## src/rtl/decode_stage_pipe_pkg.sv

```systemverilog
// rtl/decode_stage_pipe_pkg.sv - decode stage field layout, defaults and decoded-instruction type
package decode_pkg;

    localparam int XLEN_DEF   = 16;
    localparam int OPC_W_DEF  = 3;
    localparam int REG_AW_DEF = 3;
    localparam int IMM_W_DEF  = 7;
    localparam logic [OPC_W_DEF-1:0] LW_OPC_DEF = 3'b100;

    localparam int RS_MSB = XLEN_DEF - OPC_W_DEF - 1;
    localparam int RT_MSB = RS_MSB - REG_AW_DEF;
    localparam int RD_MSB = RT_MSB - REG_AW_DEF;

    typedef struct packed {
        logic [OPC_W_DEF-1:0]  opcode;
        logic [REG_AW_DEF-1:0] rs;
        logic [REG_AW_DEF-1:0] rt;
        logic [REG_AW_DEF-1:0] rd;
        logic [XLEN_DEF-1:0]   imm;
    } decoded_t;

    function automatic decoded_t decode_instr(input logic [XLEN_DEF-1:0] instr);
        decoded_t d;
        d.opcode = instr[XLEN_DEF-1 -: OPC_W_DEF];
        d.rs     = instr[RS_MSB -: REG_AW_DEF];
        d.rt     = instr[RT_MSB -: REG_AW_DEF];
        d.rd     = instr[RD_MSB -: REG_AW_DEF];
        d.imm    = {{(XLEN_DEF-IMM_W_DEF){instr[IMM_W_DEF-1]}}, instr[IMM_W_DEF-1:0]};
        return d;
    endfunction

endpackage

```

## src/rtl/decode_stage_pipe_if.sv

```systemverilog
// rtl/decode_stage_pipe_if.sv - fetch/execute handshake, write-back and ID/EX output bundle
interface decode_stage_pipe_if #(
    parameter int XLEN   = 16,
    parameter int OPC_W  = 3,
    parameter int REG_AW = 3
);
    logic              in_valid;
    logic              in_ready;
    logic [XLEN-1:0]   instr;
    logic              flush;
    logic              wb_we;
    logic [REG_AW-1:0] wb_addr;
    logic [XLEN-1:0]   wb_data;
    logic              out_valid;
    logic              out_ready;
    logic [OPC_W-1:0]  out_opcode;
    logic [REG_AW-1:0] out_rs;
    logic [REG_AW-1:0] out_rt;
    logic [REG_AW-1:0] out_rd;
    logic [XLEN-1:0]   out_rd1;
    logic [XLEN-1:0]   out_rd2;
    logic [XLEN-1:0]   out_imm;

    modport master (
        output in_valid, instr, flush, wb_we, wb_addr, wb_data, out_ready,
        input  in_ready, out_valid, out_opcode, out_rs, out_rt, out_rd,
               out_rd1, out_rd2, out_imm
    );

    modport slave (
        input  in_valid, instr, flush, wb_we, wb_addr, wb_data, out_ready,
        output in_ready, out_valid, out_opcode, out_rs, out_rt, out_rd,
               out_rd1, out_rd2, out_imm
    );
endinterface

```

## src/rtl/decode_stage_pipe_regfile.sv

```systemverilog
// rtl/decode_stage_pipe_regfile.sv - 2R1W register file with same-cycle write-back bypass
module regfile_bypass #(
    parameter int REG_AW  = 3,
    parameter int XLEN    = 16,
    parameter bit R0_ZERO = 1'b1
) (
    input  logic              clk,
    input  logic              rst_n,
    input  logic              we,
    input  logic [REG_AW-1:0] waddr,
    input  logic [XLEN-1:0]   wdata,
    input  logic [REG_AW-1:0] raddr1,
    input  logic [REG_AW-1:0] raddr2,
    output logic [XLEN-1:0]   rdata1,
    output logic [XLEN-1:0]   rdata2
);
    localparam int DEPTH = 2 ** REG_AW;

    logic [XLEN-1:0] mem [DEPTH];
    logic            wr_en;

    assign wr_en = we && !(R0_ZERO && (waddr == '0));

    always_ff @(posedge clk or negedge rst_n) begin
        if (!rst_n) begin
            for (int i = 0; i < DEPTH; i++) begin
                mem[i] <= '0;
            end
        end else if (wr_en) begin
            mem[waddr] <= wdata;
        end
    end

    // Zero register wins over the bypass so a write to r0 never leaks through.
    always_comb begin
        rdata1 = mem[raddr1];
        if (R0_ZERO && (raddr1 == '0)) begin
            rdata1 = '0;
        end else if (we && (waddr == raddr1)) begin
            rdata1 = wdata;
        end
    end

    always_comb begin
        rdata2 = mem[raddr2];
        if (R0_ZERO && (raddr2 == '0)) begin
            rdata2 = '0;
        end else if (we && (waddr == raddr2)) begin
            rdata2 = wdata;
        end
    end
endmodule

```

## src/rtl/decode_stage_pipe.sv

```systemverilog
// rtl/decode_stage_pipe.sv - decode stage: field split, register read, load-use stall, ID/EX register
module decode_stage_pipe
    import decode_pkg::*;
#(
    parameter int               XLEN    = XLEN_DEF,
    parameter int               OPC_W   = OPC_W_DEF,
    parameter int               REG_AW  = REG_AW_DEF,
    parameter int               IMM_W   = IMM_W_DEF,
    parameter logic [OPC_W-1:0] LW_OPC  = LW_OPC_DEF,
    parameter bit               R0_ZERO = 1'b1
) (
    input  logic                clk,
    input  logic                rst_n,
    decode_stage_pipe_if.slave  bus
);
    localparam int RS_HI = XLEN - OPC_W - 1;
    localparam int RT_HI = RS_HI - REG_AW;
    localparam int RD_HI = RT_HI - REG_AW;

    logic [OPC_W-1:0]  opcode;
    logic [REG_AW-1:0] rs, rt, rd;
    logic [XLEN-1:0]   imm_ext;
    logic [XLEN-1:0]   rd1, rd2;

    logic              q_valid;
    logic [OPC_W-1:0]  q_opcode;
    logic [REG_AW-1:0] q_rs, q_rt, q_rd;
    logic [XLEN-1:0]   q_rd1, q_rd2, q_imm;

    logic advance, hazard, rs_hit, rt_hit, ready, accept;

    assign opcode  = bus.instr[XLEN-1 -: OPC_W];
    assign rs      = bus.instr[RS_HI -: REG_AW];
    assign rt      = bus.instr[RT_HI -: REG_AW];
    assign rd      = bus.instr[RD_HI -: REG_AW];
    assign imm_ext = {{(XLEN-IMM_W){bus.instr[IMM_W-1]}}, bus.instr[IMM_W-1:0]};

    regfile_bypass #(
        .REG_AW  (REG_AW),
        .XLEN    (XLEN),
        .R0_ZERO (R0_ZERO)
    ) u_regfile (
        .clk    (clk),
        .rst_n  (rst_n),
        .we     (bus.wb_we),
        .waddr  (bus.wb_addr),
        .wdata  (bus.wb_data),
        .raddr1 (rs),
        .raddr2 (rt),
        .rdata1 (rd1),
        .rdata2 (rd2)
    );

    // A load in ID/EX whose result the incoming instruction reads must wait one slot.
    assign rs_hit  = (q_rt == rs) && !(R0_ZERO && (rs == '0));
    assign rt_hit  = (q_rt == rt) && !(R0_ZERO && (rt == '0));
    assign hazard  = q_valid && (q_opcode == LW_OPC) && (rs_hit || rt_hit) && bus.in_valid;
    assign advance = !q_valid || bus.out_ready;
    assign ready   = advance && !hazard && !bus.flush;
    assign accept  = bus.in_valid && ready;

    always_ff @(posedge clk or negedge rst_n) begin
        if (!rst_n) begin
            q_valid  <= 1'b0;
            q_opcode <= '0;
            q_rs     <= '0;
            q_rt     <= '0;
            q_rd     <= '0;
            q_rd1    <= '0;
            q_rd2    <= '0;
            q_imm    <= '0;
        end else if (bus.flush) begin
            q_valid <= 1'b0;
        end else if (advance) begin
            q_valid <= accept;
            if (accept) begin
                q_opcode <= opcode;
                q_rs     <= rs;
                q_rt     <= rt;
                q_rd     <= rd;
                q_rd1    <= rd1;
                q_rd2    <= rd2;
                q_imm    <= imm_ext;
            end
        end
    end

    assign bus.in_ready   = ready;
    assign bus.out_valid  = q_valid;
    assign bus.out_opcode = q_opcode;
    assign bus.out_rs     = q_rs;
    assign bus.out_rt     = q_rt;
    assign bus.out_rd     = q_rd;
    assign bus.out_rd1    = q_rd1;
    assign bus.out_rd2    = q_rd2;
    assign bus.out_imm    = q_imm;
endmodule
```

## src/flat_wrapper.sv

```systemverilog
// flat-port wrapper written by rule: the top's interface ports become plain ports
module decode_stage_pipe_flat import decode_pkg::*;
#(
    parameter int               XLEN    = XLEN_DEF,
    parameter int               OPC_W   = OPC_W_DEF,
    parameter int               REG_AW  = REG_AW_DEF,
    parameter int               IMM_W   = IMM_W_DEF,
    parameter logic [OPC_W-1:0] LW_OPC  = LW_OPC_DEF,
    parameter bit               R0_ZERO = 1'b1
)
  (clk, rst_n, bus_in_valid, bus_instr, bus_flush, bus_wb_we, bus_wb_addr, bus_wb_data, bus_out_ready, bus_in_ready, bus_out_valid, bus_out_opcode, bus_out_rs, bus_out_rt, bus_out_rd, bus_out_rd1, bus_out_rd2, bus_out_imm);
  decode_stage_pipe_if #(.XLEN(XLEN), .OPC_W(OPC_W), .REG_AW(REG_AW)) bus_i ();
  input  logic clk;
  input  logic rst_n;
  input wire logic [$bits(bus_i.in_valid)-1:0] bus_in_valid;
  input wire logic [$bits(bus_i.instr)-1:0] bus_instr;
  input wire logic [$bits(bus_i.flush)-1:0] bus_flush;
  input wire logic [$bits(bus_i.wb_we)-1:0] bus_wb_we;
  input wire logic [$bits(bus_i.wb_addr)-1:0] bus_wb_addr;
  input wire logic [$bits(bus_i.wb_data)-1:0] bus_wb_data;
  input wire logic [$bits(bus_i.out_ready)-1:0] bus_out_ready;
  output wire logic [$bits(bus_i.in_ready)-1:0] bus_in_ready;
  output wire logic [$bits(bus_i.out_valid)-1:0] bus_out_valid;
  output wire logic [$bits(bus_i.out_opcode)-1:0] bus_out_opcode;
  output wire logic [$bits(bus_i.out_rs)-1:0] bus_out_rs;
  output wire logic [$bits(bus_i.out_rt)-1:0] bus_out_rt;
  output wire logic [$bits(bus_i.out_rd)-1:0] bus_out_rd;
  output wire logic [$bits(bus_i.out_rd1)-1:0] bus_out_rd1;
  output wire logic [$bits(bus_i.out_rd2)-1:0] bus_out_rd2;
  output wire logic [$bits(bus_i.out_imm)-1:0] bus_out_imm;
  assign bus_i.in_valid = bus_in_valid;
  assign bus_i.instr = bus_instr;
  assign bus_i.flush = bus_flush;
  assign bus_i.wb_we = bus_wb_we;
  assign bus_i.wb_addr = bus_wb_addr;
  assign bus_i.wb_data = bus_wb_data;
  assign bus_i.out_ready = bus_out_ready;
  assign bus_in_ready = bus_i.in_ready;
  assign bus_out_valid = bus_i.out_valid;
  assign bus_out_opcode = bus_i.out_opcode;
  assign bus_out_rs = bus_i.out_rs;
  assign bus_out_rt = bus_i.out_rt;
  assign bus_out_rd = bus_i.out_rd;
  assign bus_out_rd1 = bus_i.out_rd1;
  assign bus_out_rd2 = bus_i.out_rd2;
  assign bus_out_imm = bus_i.out_imm;
  decode_stage_pipe #(.XLEN(XLEN), .OPC_W(OPC_W), .REG_AW(REG_AW), .IMM_W(IMM_W), .LW_OPC(LW_OPC), .R0_ZERO(R0_ZERO)) u_core (.clk(clk), .rst_n(rst_n), .bus(bus_i));
endmodule
```

## config.mk

```make
export PLATFORM = sky130hd
export DESIGN_NAME = decode_stage_pipe_flat
export DESIGN_NICKNAME = d
export VERILOG_FILES = /design/src/rtl/decode_stage_pipe_pkg.sv /design/src/rtl/decode_stage_pipe_if.sv /design/src/rtl/decode_stage_pipe_regfile.sv /design/src/rtl/decode_stage_pipe.sv /design/src/flat_wrapper.sv
export SDC_FILE = /design/constraint.sdc
export NUM_CORES = 1
export LEC_CHECK = 0
export ABC_AREA = 1
export ABC_CLOCK_PERIOD_IN_PS = 5000
export CAP_MARGIN = 20
export CORE_MARGIN = 4
export CORE_UTILIZATION = 38
export CTS_BUF_LIST = sky130_fd_sc_hd__clkbuf_8
export CTS_CLUSTER_DIAMETER = 60
export DETAILED_ROUTE_END_ITERATION = 8
export SLEW_MARGIN = 15
export SYNTH_ARGS = -nofsm -noshare
export SYNTH_HDL_FRONTEND = slang
export SYNTH_SLANG_ARGS = --single-unit
```

## constraint.sdc

```tcl
create_clock -name clk -period 5 [get_ports clk]
set_clock_uncertainty 0.1 [all_clocks]
set_input_delay 1.5 -clock clk [delete_from_list [all_inputs] [get_ports clk]]
set_output_delay 1.5 -clock clk [all_outputs]
set_load 0.05 [all_outputs]
```

==> results.sh <==
export IMPL_yosys_warnings=0
export IMPL_post_synth_top_count_cell="nand2_1"
export IMPL_netlist_top_cells_count="503 x nand2_1, 256 x nand3_1, 177 x dfrtp_1"
export IMPL_hold_violations=0
export IMPL_postRouteAntennaNets=0
export IMPL_row_count=56
export IMPL_worst_ep_arrival_time_ns=3.00
export IMPL_die_area_sq_um=26900
export IMPL_rsz0062_at_grt="no"
export IMPL_irDropWorstVdd_uv=218
export IMPL_avgSynthCellArea_sq_um=7.23
export IMPL_dp_slack_ns=0.438
export IMPL_cp_max_fo=4
export IMPL_portBuffers=102
export IMPL_synth_top_flop_cell="dfrtp_1"
export IMPL_status="finished, final reports clean"
export IMPL_layout_drive_gt1_share_pct=6.09
export IMPL_critPathKind="primary input to primary output"
export IMPL_critPathRequiredTime_ns=3.40
export IMPL_htree_levels=4
export IMPL_antenna_found_initial=0
export IMPL_vias_per_cell=5.31
export IMPL_yosys_area_top_type_share_pct=47.9
export IMPL_route_vias_total=8762
export IMPL_startpoint_type="primary input"
export IMPL_met1_length_mm=13.2
export IMPL_drt_wl_total_mm=30.3
export IMPL_synth_edf_count=0
export IMPL_initial_core_util_pct=39.1
export IMPL_period_share_pct=91.9
export IMPL_p_per_area_nw_per_um2=378
export IMPL_wl_per_cell_microns=18.3
export IMPL_setup_violations=0
export IMPL_wl_met2_mm=14.0
export IMPL_hold_class="flop to flop"
export IMPL_tightest_slew_ns=0.850
export IMPL_yosys_area_top_type="dfrtp_1"
export IMPL_fp_dieH_microns=164
export IMPL_max_freq_mhz=218
export IMPL_route_detailed_drc=0
export IMPL_drtPass1Iterations=5
export IMPL_core_sq_um=23700
export IMPL_drt_iter0_drc=940
export IMPL_final_design_area_no_fill_sq_um=10700
export IMPL_final_fill_count=2502
export IMPL_cts_resized=0
export IMPL_synthTopCellsByArea="dfrtp_1 48%, nand2_1 20%, nand3_1 14%, o21ai_0 5.2%, clkbuf_1 2.1%"
export IMPL_clk_pin_slew_ns=0.10
export IMPL_place_area_sq_um=10400
export IMPL_top_layer="met4"
export IMPL_post_cts_buffers=0
export IMPL_clock_sinks=177
export IMPL_grt_start_max_net_pins=79
export IMPL_overflow=0
export IMPL_diodes=0
export IMPL_grt_pass1_wl_mm=47.8
export IMPL_cts_tree="built"
export IMPL_holdBufCountCts=0
export IMPL_netlist_area_sq_um=9260
export IMPL_worst_slack_ns=0.404
export IMPL_worst_setup_path_end_kind="primary output"
export IMPL_nNetsFinal=1360
export IMPL_ys_seq_area_share_pct=47.9
export IMPL_gp_congestion=0.839
export IMPL_finalSetupTns_ns=0
export IMPL_synthArstFlopShare_pct=100
export IMPL_io_pins=103
export IMPL_clock_latency_ns=0.48
export IMPL_slew_headroom_pct=43.3
export IMPL_area_growth_synth_to_final_pct=15.9
export IMPL_dieWidth_microns=164
export IMPL_cts_made_buffers=17
export IMPL_synthCells=1281
export IMPL_grt_pass1_vias=8432
export IMPL_clock_path_buffers=2
export IMPL_power_leakage_uw=0.00502
export IMPL_period_needed_ns=4.60
export IMPL_dp_hpwl_mm=18.0
export IMPL_met3_length_mm=2.31
export IMPL_fin_util_pct=45.3
export IMPL_maxCapViolCount=0
export IMPL_grt_use_total_pct=22.9
export IMPL_synth_fp_nets=1322
export IMPL_cts_root_buf="clkbuf_8"
export IMPL_yosysUniqueCellTypes=22
export IMPL_synth_seq_cells=177
export IMPL_maxSlewViolCount=0
[report_power, final]
| group | switching [uW] | internal (uW) | total, uW | leakage [uW] |
|---|---|---|---|---|
| logic | 809 | 421 | 1230 | 0.00261 |
| registers | 184 | 1680 | 1860 | 0.00223 |
| clock network | 565 | 397 | 962 | 0.000181 |
[critical path, cell delays in order]
cell             delay (ns)
clkdlybuf4s50_1        0.61
inv_4                  0.06
nand2_1                0.06
nand2_1                0.05
nor2_1                 0.11
nand2_1                0.06
nand2_1                0.12
nand2_1                0.10
nand2_1                0.10
inv_1                  0.05
buf_4                  0.18
[flip-flops by register name, indices dropped and copies added (netlist names)]
signal,flops
u_core.bus.out_rs,3
u_core.bus.out_opcode,3
u_core.bus.out_rd2,16
u_core.bus.out_imm,7
u_core.bus.out_valid,1
u_core.u_regfile.mem,128
u_core.bus.out_rt,3
u_core.bus.out_rd1,16
[metal layers]
metal	track usage (%)	vias to the layer above
li1	-	4206
met1	31.8	4143
met2	36.2	360
met3	3.79	53
met4	8.04	0
met5	0	-
[per-stage QoR]
stage	hold WS, ns	std cells	power [uW]
floorplan	0.350	1281	2690
global placement	0.287	1618	3100
detailed placement	0.289	1619	3120
CTS	0.313	1650	4080
global route	0.318	1650	4290
finish	0.311	1650	4050
[final cells by class]
class	count	area [sq um]	area share, %
Timing Repair Buffer	132	1270	11.8
Multi-Input combinational cell	948	4100	38.2
Inverter	43	164	1.53
Clock inverter	14	131	1.23
Sequential cell	177	4430	41.3
Tap cell	319	399	3.72
Clock buffer	17	234	2.18
[worst paths after layout]
check | start | to | slack, ns | cells after the start
hold reg to reg | u_core.u_regfile.mem[125] | u_core.u_regfile.mem[125] | 0.31 | 0
setup reg to reg | u_core.bus.out_rt[2] | u_core.bus.out_rs[0] | 2.85 | 11
min in group asynchronous | rst_n | u_core.bus.out_imm[0] | 0.96 | 1
max in group asynchronous | rst_n | u_core.u_regfile.mem[62] | 2.98 | 2
hold / removal | u_core.u_regfile.mem[125] | u_core.u_regfile.mem[125] | 0.31 | 0
setup / recovery | bus_instr[8] | bus_in_ready | 0.40 | 11
[cells in the final DEF, fill, tap and decap left out, types with 17 or more instances in the layout]
cell type,synthesis,layout
nand2_1,503,503
nand3_1,256,256
clkdlybuf4s50_1,0,98
o21ai_1,37,37
clkbuf_8,0,17
dfrtp_1,177,177
inv_1,33,33
nor2_1,31,31
o21ai_0,97,97
buf_4,15,28
[cells by family after synthesis]
kind of cell	share of synthesized area, %
simple gates	36.0
compound gates	8.19
flops	47.9
buf+inv	7.92
(Power assumes the default switching activity.)
